### config.mk
export PLATFORM = sky130hd
export DESIGN_NAME = bit4_sum_accumulator
export DESIGN_NICKNAME = d
export VERILOG_FILES = /design/src/rtl/bit4_sum_accumulator.sv
export SDC_FILE = /design/constraint.sdc
export NUM_CORES = 1
export LEC_CHECK = 0
export CORE_MARGIN = 2
export CORE_UTILIZATION = 42
export CTS_CLUSTER_DIAMETER = 150
export CTS_CLUSTER_SIZE = 28
export DETAILED_ROUTE_END_ITERATION = 7
export PLACE_DENSITY_LB_ADDON = 0.1
export SLEW_MARGIN = 30
export SYNTH_ARGS = -nofsm -noshare
export SYNTH_HDL_FRONTEND = slang
export SYNTH_SLANG_ARGS = --single-unit
### constraint.sdc
create_clock -name clk -period 1.7 [get_ports clk]
set_input_delay 0.51 -clock clk [delete_from_list [all_inputs] [get_ports clk]]
set_output_delay 0.51 -clock clk [all_outputs]
set_load 0.02 [all_outputs]
### src/rtl/bit4_sum_accumulator.sv
// Sums a stream of 5-bit ripple-carry adder results ({carry, sum}) into an ACC_W-bit total,
// presenting the total and a sticky overflow flag on a valid/ready port after every N_BEATS beats.
module bit4_sum_accumulator #(
  parameter int ACC_W   = 8,
  parameter int N_BEATS = 4,
  parameter int CNT_W   = 8
) (
  input  logic             clk,
  input  logic             rst,
  input  logic             clear,
  input  logic             in_valid,
  output logic             in_ready,
  input  logic [3:0]       in_sum,
  input  logic             in_carry,
  output logic             out_valid,
  input  logic             out_ready,
  output logic [ACC_W-1:0] out_acc,
  output logic             out_ovf,
  output logic [CNT_W-1:0] beat_cnt
);

  typedef enum logic {
    ACCUM = 1'b0,
    DONE  = 1'b1
  } state_t;

  localparam int PAD_W = ACC_W - 4;
  localparam logic [CNT_W-1:0] LAST_BEAT = CNT_W'(N_BEATS - 1);

  state_t           state_reg, state_next;
  logic [ACC_W-1:0] acc_reg, acc_next;
  logic             ovf_reg, ovf_next;
  logic [CNT_W-1:0] cnt_reg, cnt_next;

  logic [ACC_W:0]   addend;
  logic [ACC_W:0]   sum_wide;

  // Bit ACC_W of the widened sum is the carry out of the accumulator.
  assign addend   = {{PAD_W{1'b0}}, in_carry, in_sum};
  assign sum_wide = {1'b0, acc_reg} + addend;

  assign in_ready  = (state_reg == ACCUM) && !clear;
  assign out_valid = (state_reg == DONE);
  assign out_acc   = acc_reg;
  assign out_ovf   = ovf_reg;
  assign beat_cnt  = cnt_reg;

  always_ff @(posedge clk or posedge rst) begin
    if (rst) begin
      state_reg <= ACCUM;
      acc_reg   <= '0;
      ovf_reg   <= 1'b0;
      cnt_reg   <= '0;
    end else begin
      state_reg <= state_next;
      acc_reg   <= acc_next;
      ovf_reg   <= ovf_next;
      cnt_reg   <= cnt_next;
    end
  end

  always_comb begin
    state_next = state_reg;
    acc_next   = acc_reg;
    ovf_next   = ovf_reg;
    cnt_next   = cnt_reg;
    if (clear) begin
      // Abort wins over both beat acceptance and the output handshake.
      state_next = ACCUM;
      acc_next   = '0;
      ovf_next   = 1'b0;
      cnt_next   = '0;
    end else begin
      case (state_reg)
        ACCUM: begin
          if (in_valid) begin
            acc_next = sum_wide[ACC_W-1:0];
            ovf_next = ovf_reg | sum_wide[ACC_W];
            cnt_next = cnt_reg + CNT_W'(1);
            if (cnt_reg == LAST_BEAT) begin
              state_next = DONE;
            end
          end
        end
        DONE: begin
          if (out_ready) begin
            state_next = ACCUM;
            acc_next   = '0;
            ovf_next   = 1'b0;
            cnt_next   = '0;
          end
        end
        default: state_next = ACCUM;
      endcase
    end
  end

endmodule

# Yosys cells after proc, flatten, opt, wreduce, memory -nomap -nowiden
# Cells that the tools add are included.
# op_classes
add_sub_neg,2
n_eq_ne,3
n_mux,16
n_bitwise,2
reduce_logical,3
# op_table
cell,count
8-bit 2-to-1 mux,5
8-bit one-hot mux with 2 select lines,2
8-bit by 5-bit adder with 9-bit output,1
8-bit by 1-bit adder with 8-bit output (second input constant),1
8-bit by 2-bit equality test with 1-bit output (second input constant),1
1-bit 2-to-1 mux,7
3-bit inequality test (second input constant),2
1-bit one-hot mux with 2 select lines,2
2-bit AND reduction,1
1-bit logical AND,1
1-bit zero test,1
1-bit inverter,1
1-bit bitwise OR,1
# totals
register_bits,18
input_bits,10
output_inout_bits,19
wordCells,30

# Longest topological paths before layout
# Gate-level depths: netlist (run 1).
# logic_depth
ltp_word,5
mapped_depth,6
ltp_nobuf,6

# Worst setup path after synthesis (run 1)
# OpenSTA, ideal clock, no wires.
# synth_path
path_type,input -> register
from,input port in_sum[0]
to,register ovf_reg (netlist: out_ovf)
setup_time_ps,128
arrival_ps,1759
t_required_ps,1572
slack_ps,-187
stages,6
path_buffers,0
cell_sequence,ha_1 > fa_1 > a21o_1 > a31o_2 > o31ai_1 > a21oi_1
# synth_between
elab_chain_cells,5
# synth_rtl
item,line_no,text
from (decl),13,"input logic [3:0] in_sum,"
8-bit by 5-bit adder with 9-bit output,40,"assign sum_wide = {1'b0, acc_reg} + addend;"
1-bit bitwise OR,78,ovf_next = ovf_reg | sum_wide[ACC_W];
1-bit 2-to-1 mux,76,if (in_valid) begin
1-bit one-hot mux with 2 select lines,74,case (state_reg)
1-bit 2-to-1 mux,67,if (clear) begin
to (signal assigned),57,ovf_reg <= ovf_next;
to (decl),32,"logic ovf_reg, ovf_next;"
# Every way passes these cells. The select of a mux whose other input is x is not followed.
# A chain may end at the register's enable or synchronous reset.

# Worst setup path after layout (run 1)
# layout_path
from,register acc_reg[0] (netlist: out_acc[0])
to,register ovf_reg (netlist: out_ovf)
# layout_between
elab_chain_cells,5
# layout_rtl
item,line_no,text
from (decl),31,"logic [ACC_W-1:0] acc_reg, acc_next;"
from (signal assigned),56,acc_reg <= acc_next;
8-bit by 5-bit adder with 9-bit output,40,
1-bit bitwise OR,78,
1-bit 2-to-1 mux,76,
1-bit one-hot mux with 2 select lines,74,
1-bit 2-to-1 mux,67,
# Every way passes these cells. The select of a mux whose other input is x is not followed.

==> impl_metrics.csv, run 1 <==
group,metric,value,unit
status,status,"finished with violations",
status,violations,"setup timing",
drt,highest_layer,"met4",
cts,clock-sinks,18,
synth,netlist_area,1060,µm²
grt,antenna_found_initial,0,
layout,drive_above_1_share,0.305,
cts,clockBufferDepth,2,
power,powerDensity,686,nW/µm²
placed_design,gp_congestion,0.825,
timing,rsz0062_at_grt,"yes",
run,drv_cap,0,
synth,synth_edf_count,0,
synth,ys_top_cells_by_count,"18 x dfrtp_1, 8 x nand2_1, 8 x nor2_1, 8 x xor2_1",
floorplanning,num_io_pins,29,
timing,slew_viol_final,0,
drt,first_pass_iters,1,
synth,async_reset_ff_frac,1.00,
critical_path,r2r_end,"out_ovf",
synth,avgSynthCellArea,10.5,µm²
drt,drt_iter0_markers,0,
cts,cts_tree,"done",
synth,yosysTopAreaCellShare,0.426,
timing,worst_slack,-0.0673,ns
timing,fin_crit,1.77,ns
critical_path,critPathArrivalTime,1.96,ns
floorplanning,start_util,0.435,
placed_design,place_worst_setup_slack,-0.639,ns
critical_path,cp_max_fo,3,
layout,fin_area,1640,µm²
synth,synth.ff_latch_count,18,
drt,wl_met2,1.31,mm
cts,clk_latency,0.31,ns
power,power_leakage,0.820,nW
synth,synth_most_common_cell,"dfrtp_1",
drt,wire_per_inst,14.3,µm
floorplanning,core_area,2430,µm²
drt,vias,982,
layout,final_nets,172,
drt,wl_met1,1.21,mm
placed_design,io_buffers,28,
cts,cts_buffers,3,
critical_path,start_kind,"register",
grt,grt_pass1_vias,917,
grt,grt_first_pass_wirelength,4.00,mm
floorplanning,die_h,54.2,µm
drt,wl_met3,81,µm
synth,synth-seq-area-share,0.426,
synth,synth_ff_type,"dfrtp_1",
synth,synth_nets,118,
critical_path,critical_path_class,"register to register",
cts,cts_hold_buffers,0,
layout,antenna_cells,0,
critical_path,timing.rr.start,"out_acc[0]",
timing,timing.fmax,566,MHz
drt,final_antenna_net_count,0,
synth,netlist_instances,101,
layout,area_growth,54.8,%
placed_design,place.detailed.hpwl,1.94,mm
drt,routed_wl,2.63,mm
timing,fin_worst_skew,0.0101,ns
timing,max-slew-margin-rel,0.825,
timing,fin_crit_sh,1.04,
cts,cts_max_level,1,
critical_path,cp.required,1.89,ns
floorplanning,dieArea,2930,µm²
drt,route.detailed.drc,0,
timing,finalSetupViolations,3,
power,irDropWorstVdd,542,µV
timing,tns,-0.129,ns
synth,synth_top_area_cell,"dfrtp_1",
grt,grt_max_degree,19,
cts,clkTransAtPathRegs,0.12,ns
floorplanning,row_count,18,
grt,grt_usage,0.193,
critical_path,ff2ff_setup_slack,-0.07,ns
synth,synth.distinct_cells,36,
drt,viasPerCell,5.34,
timing,tightest_slew,0.260,ns
synth,synthTopCellsByArea,"dfrtp_1 43%, ha_1 7.1%, xor2_1 6.6%",
layout,fin_util,0.673,
placed_design,postPlaceCellArea,1560,µm²
critical_path,reg2reg_depth,6,
synth,synth_warnings,0,
hold_path,hold_path.class,"primary input to async pin",
critical_path,critPathCaptureType,"register",
floorplanning,fp.dieW,54.2,µm
grt,grt_overflow,0,
cts,ctsRootBufferMaster,"clkbuf_4",
timing,hold_viol,0,
## per-stage QoR
| step | total power [W] | std cells | hold slack (ns) |
|---|---|---|---|
| final | 0.00112 | 184 | 0.505 |
| after global routing | 0.00118 | 184 | 0.554 |
| after CTS | 0.00110 | 182 | 0.516 |
| after detailed placement | 0.000866 | 177 | 0.502 |
| after floorplan | 0.000684 | 101 | 0.449 |
| after global placement | 0.000858 | 177 | 0.494 |
## cell usage in the layout, fill, tap and decap left out, types with 2 or more instances in the layout
cell and instances:
o211ai_1 3, dfrtp_1 16, inv_1 3, clkbuf_4 3, ha_1 2, dfrtp_2 2, a21o_1 2, nand2_1 8
dlygate4sd2_1 19, a21oi_1 6, o21ai_0 4, o21ai_2 2, and2_1 2, ha_4 4, nor2_1 7, buf_12 2
xor2_1 8, clkdlybuf4s50_1 3, a22o_1 3, o2111ai_1 3, buf_4 23, clkbuf_2 2, dlymetal6s2s_1 2
## worst max-delay path by stage
stage,start,to,slack [ns],cells after the start
after floorplan,in_sum[0],out_ovf,-0.08,6
after global placement,clear,in_ready,-0.64,3
after detailed placement,clear,in_ready,-0.64,3
after CTS,out_acc[0],out_ovf,-0.17,6
after global routing,out_acc[0],out_ovf,-0.14,6
final,out_acc[0],out_ovf,-0.07,6
## cell families after synthesis
group | share of synthesized area
simple gates | 0.135
buf+inv | 0.0414
mux | 0.00947
xor+xnor | 0.0663
fa+ha+maj | 0.0899
flops | 0.426
compound gates | 0.232
## what timing repair did
action / in CTS / in global routing
buffers inserted: 1 / 2
gates resized for setup: 33 / 10
setup endpoints to repair: 28 / 14
pin swaps: 11 / 8
## layer usage
| layer | vias to the layer above | GRT usage |
|---|---|---|
| li1 | 482 | - |
| met1 | 478 | 0.239 |
| met2 | 18 | 0.331 |
| met3 | 4 | 0.0333 |
| met4 | 0 | 0.0750 |
| met5 | - | 0 |
## registers in the layout (all words and copies together) (netlist names)
signal     flops
out_ovf        1
out_valid      1
out_acc        8
beat_cnt       8
## report_power, final
part | internal, W | switching (W) | total (W)
registers | 0.000454 | 0.0000310 | 0.000485
logic | 0.000207 | 0.000190 | 0.000397
clock network | 0.0000916 | 0.000149 | 0.000241
## worst max-delay path, stage by stage, from the launching register on
cell,delay [ns]
dfrtp_2,0.44
ha_4,0.16
fa_2,0.34
a21o_1,0.20
a31o_2,0.26
o31ai_2,0.18
a21oi_1,0.06
## area by class of cell
type / instances / area (µm²)
multi-input cells: 77 / 654
well taps: 30 / 37.5
repair buffers: 52 / 454
fillers: 224 / 796
inverters: 3 / 11.3
clock buffers: 4 / 26.3
flip-flops and latches: 18 / 453
(Power assumes the default switching activity.)
==> run 2, diff against run 1 <==
--- a/config.mk
+++ b/config.mk
@@ -5,6 +5,7 @@
 export SDC_FILE = /design/constraint.sdc
 export NUM_CORES = 1
 export LEC_CHECK = 0
+export CORE_ASPECT_RATIO = 1.25
 export CORE_MARGIN = 2
 export CORE_UTILIZATION = 42
 export CTS_CLUSTER_DIAMETER = 150
==> run 2 against run 1 <==
The flow still finishes with violations (setup timing). Maximum frequency is 0.81% lower. Final cell count increased by 1.1%. Global-route usage is 0.20 points higher. Total power fell by 1.8%. Worst hold slack improved by 0.026 ns. Sequential cell count is the same. Largest cell class unchanged. Largest power group unchanged.
==> impl_metrics.csv, run 2 (synthesis results as in run 1) <==
group,metric,value,unit
status,status,"finished with violations",
status,violations,"setup timing",
timing,hold_viol,0,
critical_path,critical_path_class,"register to register",
critical_path,path_cells,"ha_4 > fa_2 > a21o_1 > a31o_2 > o31ai_2 > a21oi_1",
critical_path,timing.rr.start,"out_acc[0]",
timing,fin_crit_sh,1.05,
drt,wire_per_inst,13.4,µm
critical_path,r2r_end,"out_ovf",
timing,tightest_slew,0.270,ns
layout,drive_above_1_share,0.294,
grt,grt_first_pass_wirelength,4.34,mm
cts,clk_latency,0.29,ns
power,power_leakage,0.800,nW
timing,fin_crit,1.78,ns
timing,slew_viol_final,0,
drt,drt_iter0_markers,18,
drt,first_pass_iters,4,
placed_design,gp_congestion,0.864,
placed_design,place_worst_setup_slack,-0.682,ns
floorplanning,start_util,0.440,
critical_path,cp_slowest_cell,"dfrtp_2",
drt,wl_met1,1.06,mm
critical_path,cp_max_fo,3,
cts,clock-sinks,18,
placed_design,postPlaceCellArea,1560,µm²
layout,mostFrequentLayoutCell,"buf_4",
grt,grt_max_degree,19,
floorplanning,fp.dieW,48.9,µm
critical_path,ff2ff_setup_slack,-0.08,ns
placed_design,place.detailed.hpwl,1.90,mm
cts,cts_tree,"done",
layout,final_nets,171,
power,powerDensity,675,nW/µm²
hold_path,hold_path.class,"primary input to async pin",
timing,finalSetupViolations,3,
timing,rsz0062_at_grt,"yes",
drt,routed_wl,2.49,mm
critical_path,critPathArrivalTime,1.96,ns
grt,antenna_found_initial,0,
timing,max-slew-margin-rel,0.818,
power,irDropWorstVdd,409,µV
cts,cts_buffers,3,
drt,final_antenna_net_count,0,
timing,hold-worst-slack,0.531,ns
drt,vias,962,
run,drv_cap,0,
floorplanning,die_h,60.1,µm
critical_path,start_kind,"register",
drt,wl_met3,120,µm
critical_path,crit_family,"compound AO/OA/AOI/OAI gates",
layout,layout_common_cells,"21 x buf_4, 20 x dlygate4sd2_1, 17 x dfrtp_1",
timing,worst_slack,-0.0817,ns
floorplanning,dieArea,2940,µm²
critical_path,critPathCaptureType,"register",
critical_path,cp.buffers_inverters,0,
critical_path,cp.required,1.88,ns
grt,grt_usage,0.195,
floorplanning,num_io_pins,29,
drt,route.detailed.drc,0,
placed_design,io_buffers,28,
cts,ctsRootBufferMaster,"clkbuf_4",
floorplanning,row_count,20,
critical_path,reg2reg_depth,6,
grt,grt_pass1_vias,969,
cts,cts_max_level,1,
timing,fin_worst_skew,0.00764,ns
drt,wl_met2,1.27,mm
drt,highest_layer,"met4",
layout,area_growth,54.6,%
layout,antenna_cells,0,
grt,grt_overflow,0,
floorplanning,core_area,2400,µm²
critical_path,max_stage_delay,0.43,ns
cts,clockBufferDepth,2,
cts,clkTransAtPathRegs,0.11,ns
layout,fin_area,1630,µm²
drt,viasPerCell,5.17,
timing,timing.fmax,561,MHz
## run 2: cell count changes in the layout (fill, tap and decap cells not counted), sizes merged
cell	before	now
buf	25	24
clkbuf	6	4
clkdlybuf4s15	1	4
dlygate4sd2	19	20
dlymetal6s2s	2	0
## run 2: worst max path at each step
stage,to,depth (start not counted),slack [ns],from
after global placement,out_ovf,7,-0.63,in_sum[0]
after detailed placement,out_ovf,7,-0.68,in_sum[0]
after floorplan,out_ovf,6,-0.08,in_sum[0]
final,out_ovf,6,-0.08,out_acc[0]
after global routing,out_acc[6],6,-0.20,out_acc[0]
after CTS,out_ovf,6,-0.13,out_acc[0]
## run 2: layer usage
layer	vias to the layer above	GRT usage
li1	479	-
met1	455	0.223
met2	24	0.350
met3	4	0.0425
met4	0	0.0939
met5	-	0
## run 2: cell type report
type | count | area (µm²)
clock buffers | 4 | 26.3
fillers | 210 | 768
inverters | 3 | 11.3
multi-input cells | 77 | 654
flip-flops and latches | 18 | 452
well taps | 33 | 41.3
repair buffers | 51 | 449
## run 2: per-stage QoR
stage / setup TNS [ns] / power, W / std cells / utilization
3_3_place_gp: -6.76 / 0.000860 / 180 / 0.651
5_1_grt: -0.435 / 0.00118 / 186 / 0.680
3_5_place_dp: -6.93 / 0.000863 / 180 / 0.651
6_report: -0.144 / 0.00110 / 186 / 0.680
2_1_floorplan: -0.0959 / 0.000684 / 101 / -
4_1_cts: -0.300 / 0.00110 / 184 / 0.669
## run 2: power by group
group | internal [W] | switching [W]
clock | 0.0000910 | 0.000128
sequential | 0.000454 | 0.0000306
combinational | 0.000211 | 0.000188
total | 0.000756 | 0.000347
## run 2: timing repair
item	4_1_cts	5_1_grt
pin swaps	9	10
setup buffers	0	2
setup endpoints to repair	30	7
hold buffers	0	0
gates cloned	0	0
gates resized for setup	37	5
## run 2: worst min-delay path: stages
cell and delay, ns:
clkdlybuf4s50_1 0.40, inv_1 0.05, buf_4 0.25
